--- config.mk ---
export PLATFORM = sky130hd
export DESIGN_NAME = load_hazard_ctrl
export DESIGN_NICKNAME = d
export VERILOG_FILES = /design/src/rtl/load_hazard_ctrl.sv
export SDC_FILE = /design/constraint.sdc
export NUM_CORES = 1
export LEC_CHECK = 0
export CORE_AREA = 10 10 99 101
export CTS_CLUSTER_SIZE = 12
export DETAILED_ROUTE_END_ITERATION = 12
export DIE_AREA = 0 0 109 111
export GPL_ROUTABILITY_DRIVEN = 0
export PLACE_DENSITY_LB_ADDON = 0.2
export RECOVER_POWER = 50
export SLEW_MARGIN = 5
export SYNTH_ARGS = -nofsm -noshare
export SYNTH_HDL_FRONTEND = slang
export SYNTH_SLANG_ARGS = --single-unit
--- constraint.sdc ---
create_clock -name i_clk -period 5 [get_ports i_clk]
set_input_delay 1 -clock i_clk [delete_from_list [all_inputs] [get_ports i_clk]]
set_output_delay 1 -clock i_clk [all_outputs]
set_load 0.1 [all_outputs]
--- src/rtl/load_hazard_ctrl.sv ---
// load_hazard_ctrl
// Issue-side interlock between ID and EX. It tracks which registers are still
// waiting on outstanding load data. It stalls ID when an operand or the
// destination is still waiting, or when the outstanding-load limit is reached.
// Ports:
//   i_clk, i_rst_n            clock, asynchronous active-low reset
//   i_id_valid, i_flush       ID instruction valid / squashed this cycle
//   i_r{m,n,s}_use/_code      operand reads of the ID instruction
//   i_rd_en, i_rd_code        destination write of the ID instruction
//   i_is_load                 destination is written late by load data
//   i_ld_done, i_ld_code      load data on the WB write port this cycle
//   o_stall, o_issue          interlock decision for the ID instruction
//   o_pending                 per-register pending-load bits
//   o_ld_count                number of outstanding loads
//   o_err                     sticky: load completion for a non-pending register
//   o_stall_cycles            saturating stall-cycle counter
module load_hazard_ctrl #(
  parameter int MAX_LD = 2,
  parameter int CNT_W  = 3
) (
  input  logic             i_clk,
  input  logic             i_rst_n,
  input  logic             i_id_valid,
  input  logic             i_flush,
  input  logic             i_rm_use,
  input  logic             i_rn_use,
  input  logic             i_rs_use,
  input  logic [3:0]       i_rm_code,
  input  logic [3:0]       i_rn_code,
  input  logic [3:0]       i_rs_code,
  input  logic             i_rd_en,
  input  logic [3:0]       i_rd_code,
  input  logic             i_is_load,
  input  logic             i_ld_done,
  input  logic [3:0]       i_ld_code,
  output logic             o_stall,
  output logic             o_issue,
  output logic [15:0]      o_pending,
  output logic [CNT_W-1:0] o_ld_count,
  output logic             o_err,
  output logic [15:0]      o_stall_cycles
);

  logic [15:0]      pending_q, pending_d;
  logic [CNT_W-1:0] ld_count_q, ld_count_d;
  logic             err_q, err_d;
  logic [15:0]      stall_cycles_q, stall_cycles_d;

  logic [15:0] clr;
  logic [15:0] busy;
  logic [15:0] set_mask;
  logic        raw, waw, cap;
  logic        stall, issue;
  logic        ld_issue;
  logic        done_ok;

  always_comb begin
    clr      = '0;
    busy     = '0;
    set_mask = '0;
    raw      = 1'b0;
    waw      = 1'b0;
    cap      = 1'b0;
    stall    = 1'b0;
    issue    = 1'b0;
    ld_issue = 1'b0;
    done_ok  = 1'b0;

    if (i_ld_done) begin
      clr = 16'(1) << i_ld_code;
    end
    // Data returning on WB this cycle is forwarded, so it no longer blocks.
    busy = pending_q & ~clr;

    raw = (i_rm_use & busy[i_rm_code]) |
          (i_rn_use & busy[i_rn_code]) |
          (i_rs_use & busy[i_rs_code]);
    waw = i_rd_en & busy[i_rd_code];
    // A completion this cycle frees a slot for the new load.
    cap = i_is_load & i_rd_en & (ld_count_q == CNT_W'(MAX_LD)) & ~i_ld_done;

    stall = i_id_valid & ~i_flush & (raw | waw | cap);
    issue = i_id_valid & ~i_flush & ~stall;

    ld_issue = issue & i_is_load & i_rd_en;
    if (ld_issue) begin
      set_mask = 16'(1) << i_rd_code;
    end
    done_ok = i_ld_done & pending_q[i_ld_code] & (ld_count_q != '0);
  end

  always_comb begin
    // Set after clear so a same-cycle reissue to the same register wins.
    pending_d = (pending_q & ~clr) | set_mask;

    ld_count_d = ld_count_q;
    if (ld_issue && !done_ok) begin
      ld_count_d = ld_count_q + CNT_W'(1);
    end else if (!ld_issue && done_ok) begin
      ld_count_d = ld_count_q - CNT_W'(1);
    end

    err_d = err_q | (i_ld_done & ~done_ok);

    stall_cycles_d = stall_cycles_q;
    if (stall && (stall_cycles_q != '1)) begin
      stall_cycles_d = stall_cycles_q + 16'd1;
    end
  end

  always_ff @(posedge i_clk or negedge i_rst_n) begin
    if (!i_rst_n) begin
      pending_q      <= '0;
      ld_count_q     <= '0;
      err_q          <= 1'b0;
      stall_cycles_q <= '0;
    end else begin
      pending_q      <= pending_d;
      ld_count_q     <= ld_count_d;
      err_q          <= err_d;
      stall_cycles_q <= stall_cycles_d;
    end
  end

  assign o_stall        = stall;
  assign o_issue        = issue;
  assign o_pending      = pending_q;
  assign o_ld_count     = ld_count_q;
  assign o_err          = err_q;
  assign o_stall_cycles = stall_cycles_q;

endmodule

* Word-level counts from Yosys, hierarchy flattened
Cells that the tools add are included.
Word-level totals: bits in registers 36, input bits 30, output and inout port bits 38, logic and storage cells 64
Operators by class: add/sub/neg operators 3, magnitude comparators 5, equality and inequality tests 2, shift operators 2, muxes and demuxes 14, bitwise gates (word level) 27, reduce and logical (&&, ||, !) cells 7
Operator list (count):
- 2-to-1 mux 16 bit | 2
- << shifter 1 x 4 -> 16 bit (first input constant) | 2
- less-than comparator 4 x 5 -> 1 bit (second input constant) | 5
- binary-select mux 1 bit (select 4 bit) | 5
- adder 16 x 1 -> 16 bit (second input constant) | 1
- AND 16 bit | 1
- inequality test 16 bit (second input constant) | 1
- inverter 16 bit | 1
- bitwise OR 16 bit | 1
- AND 1 bit | 15
- 2-to-1 mux 3 bit | 2
- 2-to-1 mux 1 bit | 5
- bitwise OR 1 bit | 5
- inverter 1 bit | 4
- adder 3 x 1 -> 3 bit (second input constant) | 1
- equality test 3 x 2 -> 1 bit (second input constant) | 1
- logical AND 1 bit | 3
- nonzero test 3 bit | 1
- subtractor 3 x 1 -> 3 bit (second input constant) | 1
- zero test 1 bit | 2
- nonzero test 2 bit | 1

* Depth between registers and ports, before layout
depth in word-level cells 20, depth in mapped cells 16, mapped depth without buffers 14

* Worst setup path after synthesis
OpenSTA, ideal clock, no wires.
path type input port to output port, from input port i_ld_code[1], to output port o_stall, arrival 4.591 ns, data required time 4.000 ns, setup slack -0.591 ns, stages 8, buffers on the path 1, cells stage by stage buf_4 -> nand2b_1 -> o21ai_0 -> mux2i_1 -> o221ai_1 -> nor4b_1 -> nor4_4 -> a21boi_0
Between the ends: cells in the longest elaborated chain, start to end 12, elaborated cells on any way between the ends 21, classes of those cells shift: 1; mux: 9; bitwise: 11
RTL lines:
- start, declared | line 35 | input logic [3:0] i_ld_code,
- << shifter 1 x 4 -> 16 bit * | line 70 | clr = 16'(1) << i_ld_code;
- 2-to-1 mux 16 bit * | line 69 | if (i_ld_done) begin
- inverter 16 bit * | line 73 | busy = pending_q & ~clr;
- AND 16 bit * | line 73
- binary-select mux 1 bit (select 4 bit), on equally long branches | line 75, 76
- 2-to-1 mux 1 bit, on equally long branches | line 75, 76
- AND 1 bit, on equally long branches | line 75, 76
- bitwise OR 1 bit | line 75 | raw = (i_rm_use & busy[i_rm_code]) |
- bitwise OR 1 bit | line 76 | (i_rn_use & busy[i_rn_code]) |
- bitwise OR 1 bit * (2 in series) | line 82 | stall = i_id_valid & ~i_flush & (raw | waw | cap);
- AND 1 bit * | line 82
- end, declared | line 36 | output logic o_stall,
Mark *: on every way between the ends. The rest lies on a longest branch, timed or not. The select of a mux whose other input is x is not followed.

* Final worst setup path
from input port i_ld_done, to output port o_issue
Between the ends: cells in the longest elaborated chain, start to end 13, elaborated cells on any way between the ends 24, classes of those cells mux: 9; bitwise: 15
RTL lines:
- start, declared | line 34 | input logic i_ld_done,
- 2-to-1 mux 16 bit | line 69
- inverter 16 bit | line 73
- AND 16 bit | line 73
- binary-select mux 1 bit (select 4 bit), on equally long branches | line 75, 76
- 2-to-1 mux 1 bit, on equally long branches | line 75, 76
- AND 1 bit, on equally long branches | line 75, 76
- bitwise OR 1 bit | line 75
- bitwise OR 1 bit | line 76
- bitwise OR 1 bit | line 82
- bitwise OR 1 bit * | line 82
- AND 1 bit * | line 82
- inverter 1 bit * | line 83 | issue = i_id_valid & ~i_flush & ~stall;
- AND 1 bit * | line 83
- end, declared | line 37 | output logic o_issue,
Marks and branches as above.

==> summary.txt <==
Worst setup path
  • CP Launch Type: primary input
  • Max incr delay on CP: around 0.60 ns
  • Bufs and invs on worst path: 3
  • FF-to-FF Start: o_pending[1]$_DFF_PN0_
  • CP cell instances: clkdlybuf4s50_1, or3b_4, o21ai_1, mux2i_1, o221ai_1, nor4b_1, nor4_4, nand3_4, inv_1, buf_12
  • Worst setup path start: i_ld_done
  • Kind of critical path: in -> out
  • CP max FO: 8
  • CP required: roughly 4 ns
  • Slowest CP cell: clkdlybuf4s50_1
  • Crit end category: output pin
  • Top delay family on crit path: simple AND/OR/NAND/NOR gates
  • Critical Path AT: 3.75 ns

Synth
  • Most frequent cells after synthesis: 36 x dfrtp_1, 24 x nand2_1, 15 x o31ai_1, 15 x xnor2_1, 12 x o211ai_1
  • Post-synth ARST share: 1.00
  • Top-count cell post-synth: dfrtp_1
  • Main flop type after synthesis: dfrtp_1
  • Synth Instances: ~260
  • Share of the synthesized area in the top cell type: 0.348
  • Synth Register Bits: 36
  • Synth cell types: 53
  • Top post-synthesis cells by area: dfrtp_1 35%, mux4_2 7.0%, xnor2_1 5.1%
  • Post-synth EDFFs: 0
  • Area leader, netlist: dfrtp_1
  • Syn Nets: between 200 and 300
  • Yosys warning total: 0
  • Mapped Avg Cell Area: between 10 and 15 µm²
  • Syn Std Cell Area: about 0.0026 mm²
  • Seq/Total Area, Yosys: 0.348

Route
  • DR vias/cell: about 5.5
  • WL final: 8.48 mm
  • Number of routed nets with antenna violations: 0
  • Residual DRC: 0
  • Via count: around 2500
  • Drt first pass iters: 4
  • WL per Instance: 19.1 µm
  • 1st-iter DRT viols: 109

STA
  • Slew at the pin closest to its max-slew limit: ~1.9 ns
  • Tcrit/Tclk final: 0.951
  • Final setup violation count: 0
  • Relative slew slack: -0.272
  • RSZ-0062 raised after global routing: false
  • Final critical-path required period: between 4 and 5 ns
  • Clk_skew: slightly above 0.008 ns
  • F_max: about 210 MHz
  • Post-route setup TNS: 0 ns
  • WHS: 0.468 ns
  • Final hold violation count: 0
  • Max-slew violation count: 37

Global route
  • Total gr overflow: 0
  • First-pass GRT wire length: between 10 and 15 mm
  • Global-route usage over all layers: 0.139
  • Initial antenna violation count: 0
  • Largest net degree at the start of global routing: 37
  • Vias in the first global route: approximately 2600

Die
  • Chip width: about 110 µm
  • Initial Utilization: 0.324
  • Die area: about 0.012 mm²
  • Core area: around 0.008 mm²
  • I/O Pins: just under 70
  • # rows: 33
  • Die span in y: 111 µm

Clocking
  • Clock Sinks: 36
  • Clock latency at the later pin of the worst-skew pair: approximately 0.29 ns
  • Max clock buf depth: 2
  • Clk slew on worst S/H paths: 0.08 ns
  • Cts hold-fix bufs: 0
  • TritonCTS clock tree: done
  • CTS buffer count: 5
  • H-Tree Depth: 2
  • Clock Tree Root: clkbuf_8

Worst hold path
  • Worst hold path type: reg -> reg
  • HP Start: o_err$_DFF_PN0_

Layout
  • Syn-to-layout area delta: 38.8%
  • Fill cell count: between 700 and 800
  • Register area: roughly 900 µm²
  • Layout net count: 370
  • Share of cells above drive strength 1: 0.157
  • Multi-input logic area: between 0.0015 and 0.002 mm²
  • ANT cells: 0

Pwr
  • Pleak: approximately 1.4 nW
  • Total Power: approximately 1.2 mW
  • Power Density: between 300 and 400 mW/mm²
  • Peak VDD IR: around 0.30 mV

Placed design
  • # port buffers: between 60 and 70
  • HPWL after DPL: approximately 6.5 mm

Job
  • Max_cap viols: 1

Run status
  • Violated checks: max-capacitance violations, max-slew violations
  • Run status: finished, violations left
## final cells by class
class | count | share of cell area
clock inverter | 3 | 0.0119
inverter | 9 | 0.00941
timing repair buffer | 88 | 0.235
clock buffer | 5 | 0.0192
tap | 105 | 0.0366
sequential | 36 | 0.251
multi-input combinational | 197 | 0.437
## layer usage
metal	share of wire	wire (µm)	global-route usage
met5	0	0	0
met4	0.010	85	0.0431
met3	0.10	881	0.0424
met2	0.47	3950	0.212
met1	0.42	3570	0.181
## registers in the layout, summed over array words and instances (netlist names)
register and cells:
o_err 1, o_ld_count 3, o_pending 16, o_stall_cycles 16
## power by group
part           leakage, nW  switching (mW)  internal (mW)
Combinational        0.883           0.429          0.168
Sequential           0.481          0.0546          0.330
Clock               0.0541           0.105          0.147
Total                 1.42           0.589          0.646
## stage by stage
step,util,worst slack [ns],instances,instance area [µm²]
global placement,0.437,0.172,435,3480
floorplan,-,0.159,256,2580
global route,0.450,0.0274,443,3590
CTS,0.451,0.0576,443,3590
finish,0.450,0.246,443,3590
detailed placement,0.437,0.136,435,3480
## cell usage in the layout, fill, tap and decap left out, types with 2 or more instances in the layout
cell type        synthesis  final
nand3_1                  8      8
o211ai_1                12     12
nor2_1                   9      9
xnor2_1                 15     15
nand2_1                 24     24
mux2_2                   2      2
o31ai_1                 15     15
o21ai_2                  3      3
mux4_2                   8      8
inv_1                    9      9
buf_4                    2     20
or3b_4                   2      2
clkbuf_8                 0      5
nand3b_1                 2      2
nor4_1                   3      3
nand2b_1                 7      7
mux2i_1                  7      7
and3_1                   8      8
o2111ai_1                5      5
o311ai_0                 3      3
and2_1                   2      2
dlygate4sd3_1            0     20
o21ai_1                  1      3
nor3b_1                  2      2
o22ai_1                  4      4
o221ai_1                 2      2
o41ai_2                  2      2
buf_12                   0      2
nand4_1                  9      9
nor4b_1                  2      2
o41ai_1                  6      6
ha_1                     2      2
a22oi_1                  2      2
o21ai_0                  7      5
clkdlybuf4s50_1          0     45
xor2_1                   3      3
nor3_1                   4      4
dfrtp_1                 36     36
## kinds of logic (layout without fill, tap and decap cells)
kind of cell / after synthesis / count (layout) / share of synthesized area
flip-flops: 36 / 36 / 0.348
multiplexers: 18 / 18 / 0.116
buffers and inverters: 23 / 105 / 0.0455
adder cells (fa/ha/maj): 3 / 3 / 0.0174
AO/OA/AOI/OAI: 70 / 70 / 0.217
AND/OR/NAND/NOR: 88 / 88 / 0.195
XOR/XNOR: 18 / 18 / 0.0610
## final timing paths
kind	endpoint	slack, ns	depth (start not counted)
max	o_issue	0.25	10
min	o_err$_DFF_PN0_	0.47	1
max reg2reg	o_ld_count[1]$_DFFE_PN0P_	2.01	12
min reg2reg	o_err$_DFF_PN0_	0.47	1
max in group asynchronous	o_pending[14]$_DFF_PN0_	2.13	2
min in group asynchronous	o_stall_cycles[9]$_DFFE_PN0P_	1.77	2
## repair_timing
item | 4_1_cts | 5_1_grt
gates resized for setup | 0 | 2
buffers inserted | 0 | 0
endpoints found under the setup margin | 0 | 2
No activity file was read; power rests on OpenSTA's default activity.
